### config.mk
export PLATFORM = sky130hd
export DESIGN_NAME = mem_stage
export DESIGN_NICKNAME = d
export VERILOG_FILES = /design/src/rtl/mem_stage.sv
export SDC_FILE = /design/constraint.sdc
export NUM_CORES = 1
export LEC_CHECK = 0
export ABC_AREA = 1
export BUFFER_PORTS_ARGS = -buffer_cell sky130_fd_sc_hd__buf_4
export CAP_MARGIN = 20
export CELL_PAD_IN_SITES_DETAIL_PLACEMENT = 0
export CELL_PAD_IN_SITES_GLOBAL_PLACEMENT = 2
export CORE_ASPECT_RATIO = 0.7
export CORE_UTILIZATION = 19
export DETAILED_ROUTE_END_ITERATION = 16
export PLACE_DENSITY = 0.93
export SKIP_LAST_GASP = 1
export SLEW_MARGIN = 20
export SYNTH_ARGS = -nofsm -noshare
export SYNTH_HDL_FRONTEND = slang
export SYNTH_SLANG_ARGS = --single-unit
### constraint.sdc
create_clock -name clk -period 1.6 [get_ports clk]
set_input_delay 0.16 -clock clk [delete_from_list [all_inputs] [get_ports clk]]
set_output_delay 0.16 -clock clk [all_outputs]
set_load 0.03 [all_outputs]
### src/rtl/mem_stage.sv
// MIPS memory-access stage: data-memory request/ready handshake, MEM_WB register, MEM-side forwarding.
// Optional build macro MEM_ALIGN_CHECK_EN enables the misaligned-access trap.
module mem_stage #(
  parameter int unsigned MAX_WAIT = 15
) (
  input  logic        clk,
  input  logic        rst_n,
  input  logic [72:0] EX_MEM,
  output logic        dmem_req,
  output logic        dmem_we,
  output logic [31:0] dmem_addr,
  output logic [31:0] dmem_wdata,
  input  logic        dmem_ready,
  input  logic [31:0] dmem_rdata,
  output logic        mem_stall,
  output logic        MEM_RegWrite,
  output logic [4:0]  MEM_WriteRegister,
  output logic [31:0] MEM_RegWriteData,
  output logic [37:0] MEM_WB,
  output logic        mem_bus_err,
  output logic        mem_align_err,
  output logic        o_dbg_state,
  output logic [3:0]  o_dbg_wait_cnt
);

  localparam logic [3:0] LP_MAX_WAIT = 4'(MAX_WAIT);

  typedef enum logic {IDLE = 1'b0, WAIT = 1'b1} state_t;

  state_t      r_state, w_state_nxt;
  logic [3:0]  r_wait_cnt, w_wait_cnt_nxt;
  logic [37:0] r_mem_wb, w_mem_wb_nxt;
  logic        r_bus_err, w_bus_err_nxt;
  logic        w_acc, w_misalign, w_go, w_abort;
  logic [31:0] w_wb_data;

  // Handshake: dmem_req is held with a stable address/data until dmem_ready
  // is seen high in the same cycle (transfer) or the wait counter expires.
  assign w_acc = EX_MEM[69] | (EX_MEM[71:70] == 2'b01);

`ifdef MEM_ALIGN_CHECK_EN
  assign w_misalign = w_acc & (EX_MEM[33:32] != 2'b00);
`else
  assign w_misalign = 1'b0;
`endif

  assign w_go      = w_acc & ~w_misalign;
  assign w_abort   = (r_state == WAIT) & w_go & ~dmem_ready & (r_wait_cnt == LP_MAX_WAIT);
  assign w_wb_data = (EX_MEM[71:70] == 2'b01) ? dmem_rdata : EX_MEM[63:32];

  // Reset gates the request so an in-flight access is abandoned immediately.
  assign dmem_req   = w_go & rst_n;
  assign dmem_we    = EX_MEM[69];
  assign dmem_addr  = {EX_MEM[63:34], 2'b00};
  assign dmem_wdata = EX_MEM[31:0];
  assign mem_stall  = w_go & ~dmem_ready & ~w_abort & rst_n;

  assign MEM_RegWrite      = EX_MEM[72];
  assign MEM_WriteRegister = EX_MEM[68:64];
  assign MEM_RegWriteData  = EX_MEM[63:32];

  assign MEM_WB         = r_mem_wb;
  assign mem_bus_err    = r_bus_err;
  assign o_dbg_state    = r_state;
  assign o_dbg_wait_cnt = r_wait_cnt;

  always_comb begin
    w_state_nxt    = r_state;
    w_wait_cnt_nxt = r_wait_cnt;
    w_mem_wb_nxt   = {EX_MEM[72], EX_MEM[68:64], w_wb_data};
    w_bus_err_nxt  = 1'b0;
    if (w_misalign) begin
      w_mem_wb_nxt = '0;
    end
    case (r_state)
      IDLE: begin
        if (w_go && !dmem_ready) begin
          w_state_nxt    = WAIT;
          w_wait_cnt_nxt = 4'd1;
          w_mem_wb_nxt   = '0;
        end
      end
      WAIT: begin
        if (!w_go || dmem_ready) begin
          w_state_nxt    = IDLE;
          w_wait_cnt_nxt = 4'd0;
        end else if (w_abort) begin
          w_state_nxt    = IDLE;
          w_wait_cnt_nxt = 4'd0;
          w_bus_err_nxt  = 1'b1;
          w_mem_wb_nxt   = '0;
        end else begin
          w_wait_cnt_nxt = r_wait_cnt + 4'd1;
          w_mem_wb_nxt   = '0;
        end
      end
      default: begin
        w_state_nxt    = IDLE;
        w_wait_cnt_nxt = 4'd0;
      end
    endcase
  end

  always_ff @(posedge clk or negedge rst_n) begin
    if (!rst_n) begin
      r_state    <= IDLE;
      r_wait_cnt <= 4'd0;
      r_mem_wb   <= '0;
      r_bus_err  <= 1'b0;
    end else begin
      r_state    <= w_state_nxt;
      r_wait_cnt <= w_wait_cnt_nxt;
      r_mem_wb   <= w_mem_wb_nxt;
      r_bus_err  <= w_bus_err_nxt;
    end
  end

`ifdef MEM_ALIGN_CHECK_EN
  logic r_align_err;

  always_ff @(posedge clk or negedge rst_n) begin
    if (!rst_n) begin
      r_align_err <= 1'b0;
    end else begin
      r_align_err <= w_misalign;
    end
  end

  assign mem_align_err = r_align_err;
`else
  assign mem_align_err = 1'b0;
`endif

endmodule
# Word level (Yosys, flattened, before mapping)
# Cells that the tools add are included.
# op_classes
n_reduce_logical	4
addsub	1
n_bitwise	11
muxes	15
n_eq_ne	3
# ops
operator	n
two-way mux 38 bit	2
case mux 38 bit (2 select lines)	1
two-way mux 32 bit	1
two-way mux 4 bit	3
case mux 4 bit (2 select lines)	1
bitwise AND 1 bit	7
two-way mux 1 bit	6
adder 4 x 1 -> 4 bit (second input constant)	1
== test 4 bit (second input constant)	1
inverter 1 bit	3
== test 2 x 1 -> 1 bit (second input constant)	1
logical NOT 1 bit	2
inequality test 2 bit (second input constant)	1
case mux 1 bit (2 select lines)	1
logical AND 1 bit	1
logical OR 1 bit	1
bitwise OR 1 bit	1
# totals
elab_cells	38
regBits	44

# Logic depth before layout (Yosys ltp)
# Gate-level depths: netlist of run 1.
# depth
depth_word	8
depth_mapped	7

# Worst setup path after synthesis of run 1
# OpenSTA, ideal clock, no wires.
# synth_timing
path_kind	register to output
startpoint	register r_wait_cnt[0], in the netlist o_dbg_wait_cnt[0]
endpoint	output mem_stall
path_buffers	0
path_stages_with_launch	5
slack_ps	-170
arrival_time_ps	1610
cell_sequence	dfrtp_1 > ha_1 > nand4_1 > nor2_2 > nor3_1
# synth_between
elab_chain_cells	5
# synth_lines
element	line_no	rtl
from (decl)	31	logic [3:0] r_wait_cnt, w_wait_cnt_nxt;
from (signal assigned)	112	r_wait_cnt <= w_wait_cnt_nxt;
== test 4 bit	48	assign w_abort = (r_state == WAIT) & w_go & ~dmem_ready & (r_wait_cnt == LP_MAX_WAIT);
bitwise AND 1 bit	48	
inverter 1 bit	56	assign mem_stall = w_go & ~dmem_ready & ~w_abort & rst_n;
bitwise AND 1 bit (2 in series)	56	
to (decl)	15	output logic mem_stall,
# No other way between the ends.

# Worst setup path in the final report of run 1
# Same ends and word-level chain as after synthesis.

==> impl_metrics.tcl, run 1 <==
set metrics [dict create \
    powerDensity_nw_per_um2 881.4 \
    antenna_found_initial 0 \
    clock_path_buffers 2 \
    area_growth_pct 35.99 \
    synth_top_family_by_area "buffers and inverters" \
    grt_pass1_vias 2397 \
    synth-edff-count 0 \
    cts.htree.levels 2 \
    cts-root-buf "clkbuf_16" \
    slew_viol_final 0 \
    finalHoldViolations 0 \
    track_usage_pct 9.533 \
    gp_congestion 0.7700 \
    max-vdd-ir-drop_v 0.0003109 \
    grt_max_degree 45 \
    register_area_sq_um 1104 \
    wire_per_inst_um 11.79 \
    die_h_um 105.2 \
    synthAdderAreaFrac_pct 0.4331 \
    cts_tree "built" \
    r2r_end "o_dbg_state$_DFF_PN0_" \
    syn_avg_cell_area_sq_um 7.787 \
    r2r_cells 5 \
    vias_per_cell 3.720 \
    drt_first_pass_iters 4 \
    seq_area_frac_synth_pct 38.11 \
    syn_inst 371 \
    skew_ns 0.0006414 \
    cts_buffers 5 \
    post_route_cells_drive_above_1_share_pct 46.85 \
    num_antenna_cells 0 \
    drt_wl_total_um 7736 \
    cp.required_ns 1.44 \
    cts_sinks 44 \
    synthMuxAreaShare_pct 0 \
    std_cell_rows 37 \
    period_share_pct 94.98 \
    drcViolationCount 0 \
    grt_pass1_wl_um 11560 \
    drt_iter0_drc 65 \
    final.setup.tns_ns 0 \
    fin_nets 569 \
    synthDistinctLibCells 21 \
    n_fill_cell 1578 \
    crit_arrival_ns 1.36 \
    die_area_sq_um 15710 \
    synthSimpleGateAreaFrac_pct 23.82 \
    multi_input_area_sq_um 777.0 \
    worst_setup_path_end_kind "output port" \
    hold_path_class "in2reg" \
    syn_area_sq_um 2889 \
    synth_compound_area_share_pct 1.343 \
    final-setup-viol-count 0 \
    status "finished clean" \
    drv_cap 0 \
    r2r_slack_ns 0.50 \
    final_core_util_pct 26.60 \
    min_period_ns 1.520 \
    die_x_um 149.4 \
    crit_type "reg2out" \
    rsz0062_at_grt "false" \
    r2r_start "o_dbg_wait_cnt[0]$_DFFE_PN0P_" \
    vias 2440 \
    cellLeakagePower_nw 2.334 \
    port_buffers 190 \
    max_clock_freq_ghz 0.6580 \
    yosysWarnings 0 \
    grt_overflow 0 \
    tightest_slew_ns 0.5749 \
    whs_endpoint "MEM_WB[34]$_DFF_PN0_" \
    clk_pin_slew_ns 0.07 \
    async_reset_ff_share_pct 100.0 \
    synth-xor-area-share_pct 0.3032 \
    start_util_pct 19.56 \
    coreArea_sq_um 14770 \
    clock_insertion_delay_worst_skew_ns 0.29 \
    ant_nets 0 \
    start_kind "flop" \
    whs_ns 0.09846 \
    ys_ff_latch 44 \
    synthFlopType "dfrtp_1" \
    hp-start "EX_MEM[66]" \
    slew_headroom_pct 61.67 \
    crit_fanout 5 \
    ioPinCount 258 \
    detailedPlacementHpwl_um 5860 \
    hold_path_depth 3 \
]
## Yosys cell counts, types with 2 or more instances
master | instances | area, sq um
inv_1 | 44 | 165.2
nand2_1 | 106 | 397.9
buf_4 | 105 | 788.3
nand4_1 | 3 | 18.77
nor2_2 | 3 | 18.77
o21ai_0 | 2 | 10.01
buf_6 | 3 | 33.78
nand3_1 | 34 | 170.2
buf_2 | 9 | 45.04
dfrtp_1 | 44 | 1101
nor2_1 | 7 | 26.28
nand2_8 | 2 | 40.04
## cells by family after synthesis
| group | count (synthesis) |
|---|---|
| buf+inv | 162 |
| other cells | 1 |
| simple gates | 157 |
| fa+ha+maj | 1 |
| flops | 44 |
| compound gates | 5 |
| xor+xnor | 1 |
## per-stage QoR
stage / area, sq um / setup WS [ns] / power [mW] / std cells
floorplan: 2902 / 0.09165 / 2.151 / 373
global placement: 3742 / 0.3056 / 2.397 / 646
detailed placement: 3742 / 0.2920 / 2.405 / 646
CTS: 3914 / 0.01069 / 3.521 / 656
global route: 3929 / 0.01934 / 3.659 / 656
finish: 3929 / 0.08028 / 3.463 / 656
## state kept, by name, indices dropped and copies added (netlist names)
register,cells
MEM_WB,38
o_dbg_wait_cnt,4
mem_bus_err,1
o_dbg_state,1
## cell usage in the layout (no fill, tap or decap), drive strengths merged, types with 2 or more instances in the layout
cell type,synthesis,layout
nor2,10,10
dfrtp,44,44
a21oi,2,2
clkbuf,0,6
nand4,3,3
clkinvlp,0,2
inv,45,45
buf,117,196
nand2,109,109
conb,1,3
o21ai,2,2
nand3,34,34
## area by class of cell
cell class                      count  share of cell area, %
Timing Repair Buffer              197                  37.71
Inverter                           45                  4.299
Tap cell                          195                  6.210
Clock inverter                      2                 0.3822
Multi-Input combinational cell    167                  19.78
Clock buffer                        6                  3.535
Sequential cell                    44                  28.09
## per-layer routing
layer	routed length [um]	vias up	track usage, %	share of wire, %
li1	-	1179	-	-
met1	3026	1107	10.34	39
met2	3951	138	17.59	51
met3	678	16	3.013	8.8
met4	80	0	2.551	1.0
met5	0	-	0	0
## repair_timing
item,in CTS,in global routing
endpoints found under the setup margin,1,1
resized for setup,0,4
hold endpoints to repair,44,0
pin swaps,1,1
hold buffers,1,0
buffers inserted,1,0
## critical path, stage by stage, from the launching register on
cell and delay, ns:
dfrtp_2 0.45, ha_4 0.18, nand4_1 0.10, nor2_2 0.05
nor3_2 0.11, buf_4 0.18
## where the power goes
part,switching [mW],internal [mW]
registers,0.0431,1.20
clock network,0.463,0.622
logic,0.701,0.433
total,1.21,2.26
## worst max path at each step
| stage | startpoint | to | slack [ns] | depth (start not counted) |
|---|---|---|---|---|
| floorplan | o_dbg_wait_cnt[0]$_DFFE_PN0P_ | mem_stall | 0.09 | 4 |
| global placement | o_dbg_wait_cnt[1]$_DFFE_PN0P_ | mem_stall | 0.31 | 5 |
| detailed placement | o_dbg_wait_cnt[1]$_DFFE_PN0P_ | mem_stall | 0.29 | 5 |
| CTS | o_dbg_wait_cnt[0]$_DFFE_PN0P_ | mem_stall | 0.01 | 5 |
| global route | o_dbg_wait_cnt[0]$_DFFE_PN0P_ | mem_stall | 0.02 | 5 |
| finish | o_dbg_wait_cnt[0]$_DFFE_PN0P_ | mem_stall | 0.08 | 5 |
(Power assumes the default switching activity.)
==> run 2, diff against run 1 <==
--- a/config.mk
+++ b/config.mk
@@ -14,6 +14,7 @@
 export CORE_UTILIZATION = 19
 export DETAILED_ROUTE_END_ITERATION = 16
 export PLACE_DENSITY = 0.93
+export SETUP_SLACK_MARGIN = 0.2
 export SKIP_LAST_GASP = 1
 export SLEW_MARGIN = 20
 export SYNTH_ARGS = -nofsm -noshare
==> impl_metrics.tcl, run 2 (synthesis results as in run 1) <==
set metrics [dict create \
    cts_tree "built" \
    layout_commonest_cell "buf_4" \
    cts_sinks 44 \
    cts_buffers 5 \
    cts-root-buf "clkbuf_16" \
    ant_nets 0 \
    start_kind "flop" \
    cp.required_ns 1.44 \
    instances_no_fill 659 \
    max-vdd-ir-drop_v 0.0003347 \
    p_switching_mw 1.204 \
    hold_path_depth 3 \
    area_growth_pct 37.16 \
    grt_pass1_wl_um 12070 \
    start_util_pct 19.56 \
    post_dp_cell_area_sq_um 3749 \
    max_clock_freq_ghz 0.6720 \
    detailedPlacementHpwl_um 6017 \
    combinationalPowerShare_pct 33.4 \
    drt_first_pass_iters 4 \
    clock_insertion_delay_worst_skew_ns 0.28 \
    use_met2_pct 18.06 \
    die_x_um 149.4 \
    min_period_ns 1.488 \
    worst_setup_path_end_kind "output port" \
    clock_path_buffers 2 \
    fin_nets 572 \
    layout_common_cells "198 x buf_4, 106 x nand2_1, 44 x dfrtp_1" \
    port_buffers 190 \
    drt_wl_total_um 7950 \
    crit_fanout 2 \
    track_usage_pct 10.02 \
    slew_headroom_pct 59.96 \
    final-setup-viol-count 0 \
    num_antenna_cells 0 \
    hold_path_class "in2reg" \
    share_seq_of_total_power_pct 35.6 \
    power_mw 3.469 \
    grt_overflow 0 \
    n_fill_cell 1609 \
    die_h_um 105.2 \
    drv_cap 0 \
    antenna_found_initial 0 \
    r2r_slack_ns 0.38 \
    powerDensity_nw_per_um2 875.5 \
    skew_ns 0.0005414 \
    wire_per_inst_um 12.06 \
    status "finished clean" \
    crit_arrival_ns 1.33 \
    dp_cells 646 \
    coreArea_sq_um 14770 \
    drcViolationCount 0 \
    power_frac_clock_pct 30.9 \
    period_share_pct 93.01 \
    final_core_util_pct 26.83 \
    gp_congestion 0.7519 \
    final.setup.tns_ns 0 \
    vias 2456 \
    met1_usage_pct 10.70 \
    clk_pin_slew_ns 0.06 \
    tightest_slew_ns 0.6005 \
    ioPinCount 258 \
    crit_type "reg2out" \
    cellLeakagePower_nw 2.361 \
    fin_area_sq_um 3963 \
    grt-busiest-layer "met2" \
    grt_pass1_vias 2387 \
    r2r_cells 5 \
    switching_share_pct 34.71 \
    std_cell_rows 37 \
    gr-usage-met3_pct 3.930 \
    largest_reg_flops 38 \
    finalHoldViolations 0 \
    grt_max_degree 45 \
    die_area_sq_um 15710 \
    internal_power_mw 2.265 \
    drt_iter0_drc 62 \
    vias_per_cell 3.727 \
    cts.htree.levels 2 \
    rsz0062_at_grt "true" \
    post_route_cells_drive_above_1_share_pct 47.20 \
    slew_viol_final 0 \
]
==> run 2: power groups by stage <==
stage          clock (mW)  combinational, mW  sequential [mW]
2_1_floorplan           0              0.715             1.44
3_3_place_gp            0               1.14             1.26
3_5_place_dp            0               1.15             1.26
4_1_cts              1.13               1.18             1.24
5_1_grt              1.19               1.26             1.24
6_report             1.07               1.16             1.24
==> run 2: cell type report <==
| cell class | instances | area, sq um | share of cell area (%) |
|---|---|---|---|
| clock buffer | 6 | 138.9 | 3.505 |
| clock inverter | 2 | 10.01 | 0.2526 |
| inverter | 45 | 168.9 | 4.263 |
| multi-input combinational | 167 | 792.0 | 19.99 |
| sequential | 44 | 1101 | 27.79 |
| tap | 195 | 244.0 | 6.157 |
| timing repair buffer | 200 | 1508 | 38.05 |
==> run 2: layer usage <==
layer | vias up | wire, um
met4 | 0 | 102
met1 | 1124 | 2939
met3 | 16 | 867
met5 | - | 0
li1 | 1181 | -
met2 | 135 | 4041
==> run 2: critical path: stages, from the launching register on <==
cell and delay (ns):
dfrtp_1 0.42, ha_4 0.18, nand4_1 0.13, nor2_4 0.06, nor3_4 0.11, buf_6 0.15
==> run 2: what timing repair did <==
action / CTS / global route
resized for setup: 4 / 2
pin swaps: 2 / 0
hold endpoints to repair: 2 / 0
buffers inserted: 4 / 0
hold buffers: 1 / 0
gates cloned: 0 / 0
endpoints found under the setup margin: 1 / 2
==> run 2: per-stage QoR <==
step | hold WS (ns) | setup WS [ns]
final | 0.1032 | 0.1118
after global routing | 0.09532 | 0.03482
after CTS | 0.09537 | 0.1064
after detailed placement | 0.3124 | 0.2190
after global placement | 0.2983 | 0.2781
after floorplan | -0.1356 | 0.2014
==> run 2: final timing paths <==
| check | startpoint | end |
|---|---|---|
| max | o_dbg_wait_cnt[1]$_DFFE_PN0P_ | mem_stall |
| min | EX_MEM[67] | MEM_WB[35]$_DFF_PN0_ |
| max reg2reg | o_dbg_wait_cnt[1]$_DFFE_PN0P_ | o_dbg_wait_cnt[3]$_DFFE_PN0P_ |
| min reg2reg | o_dbg_wait_cnt[3]$_DFFE_PN0P_ | o_dbg_wait_cnt[3]$_DFFE_PN0P_ |
| max in group asynchronous | rst_n | MEM_WB[20]$_DFF_PN0_ |
| min in group asynchronous | rst_n | MEM_WB[33]$_DFF_PN0_ |
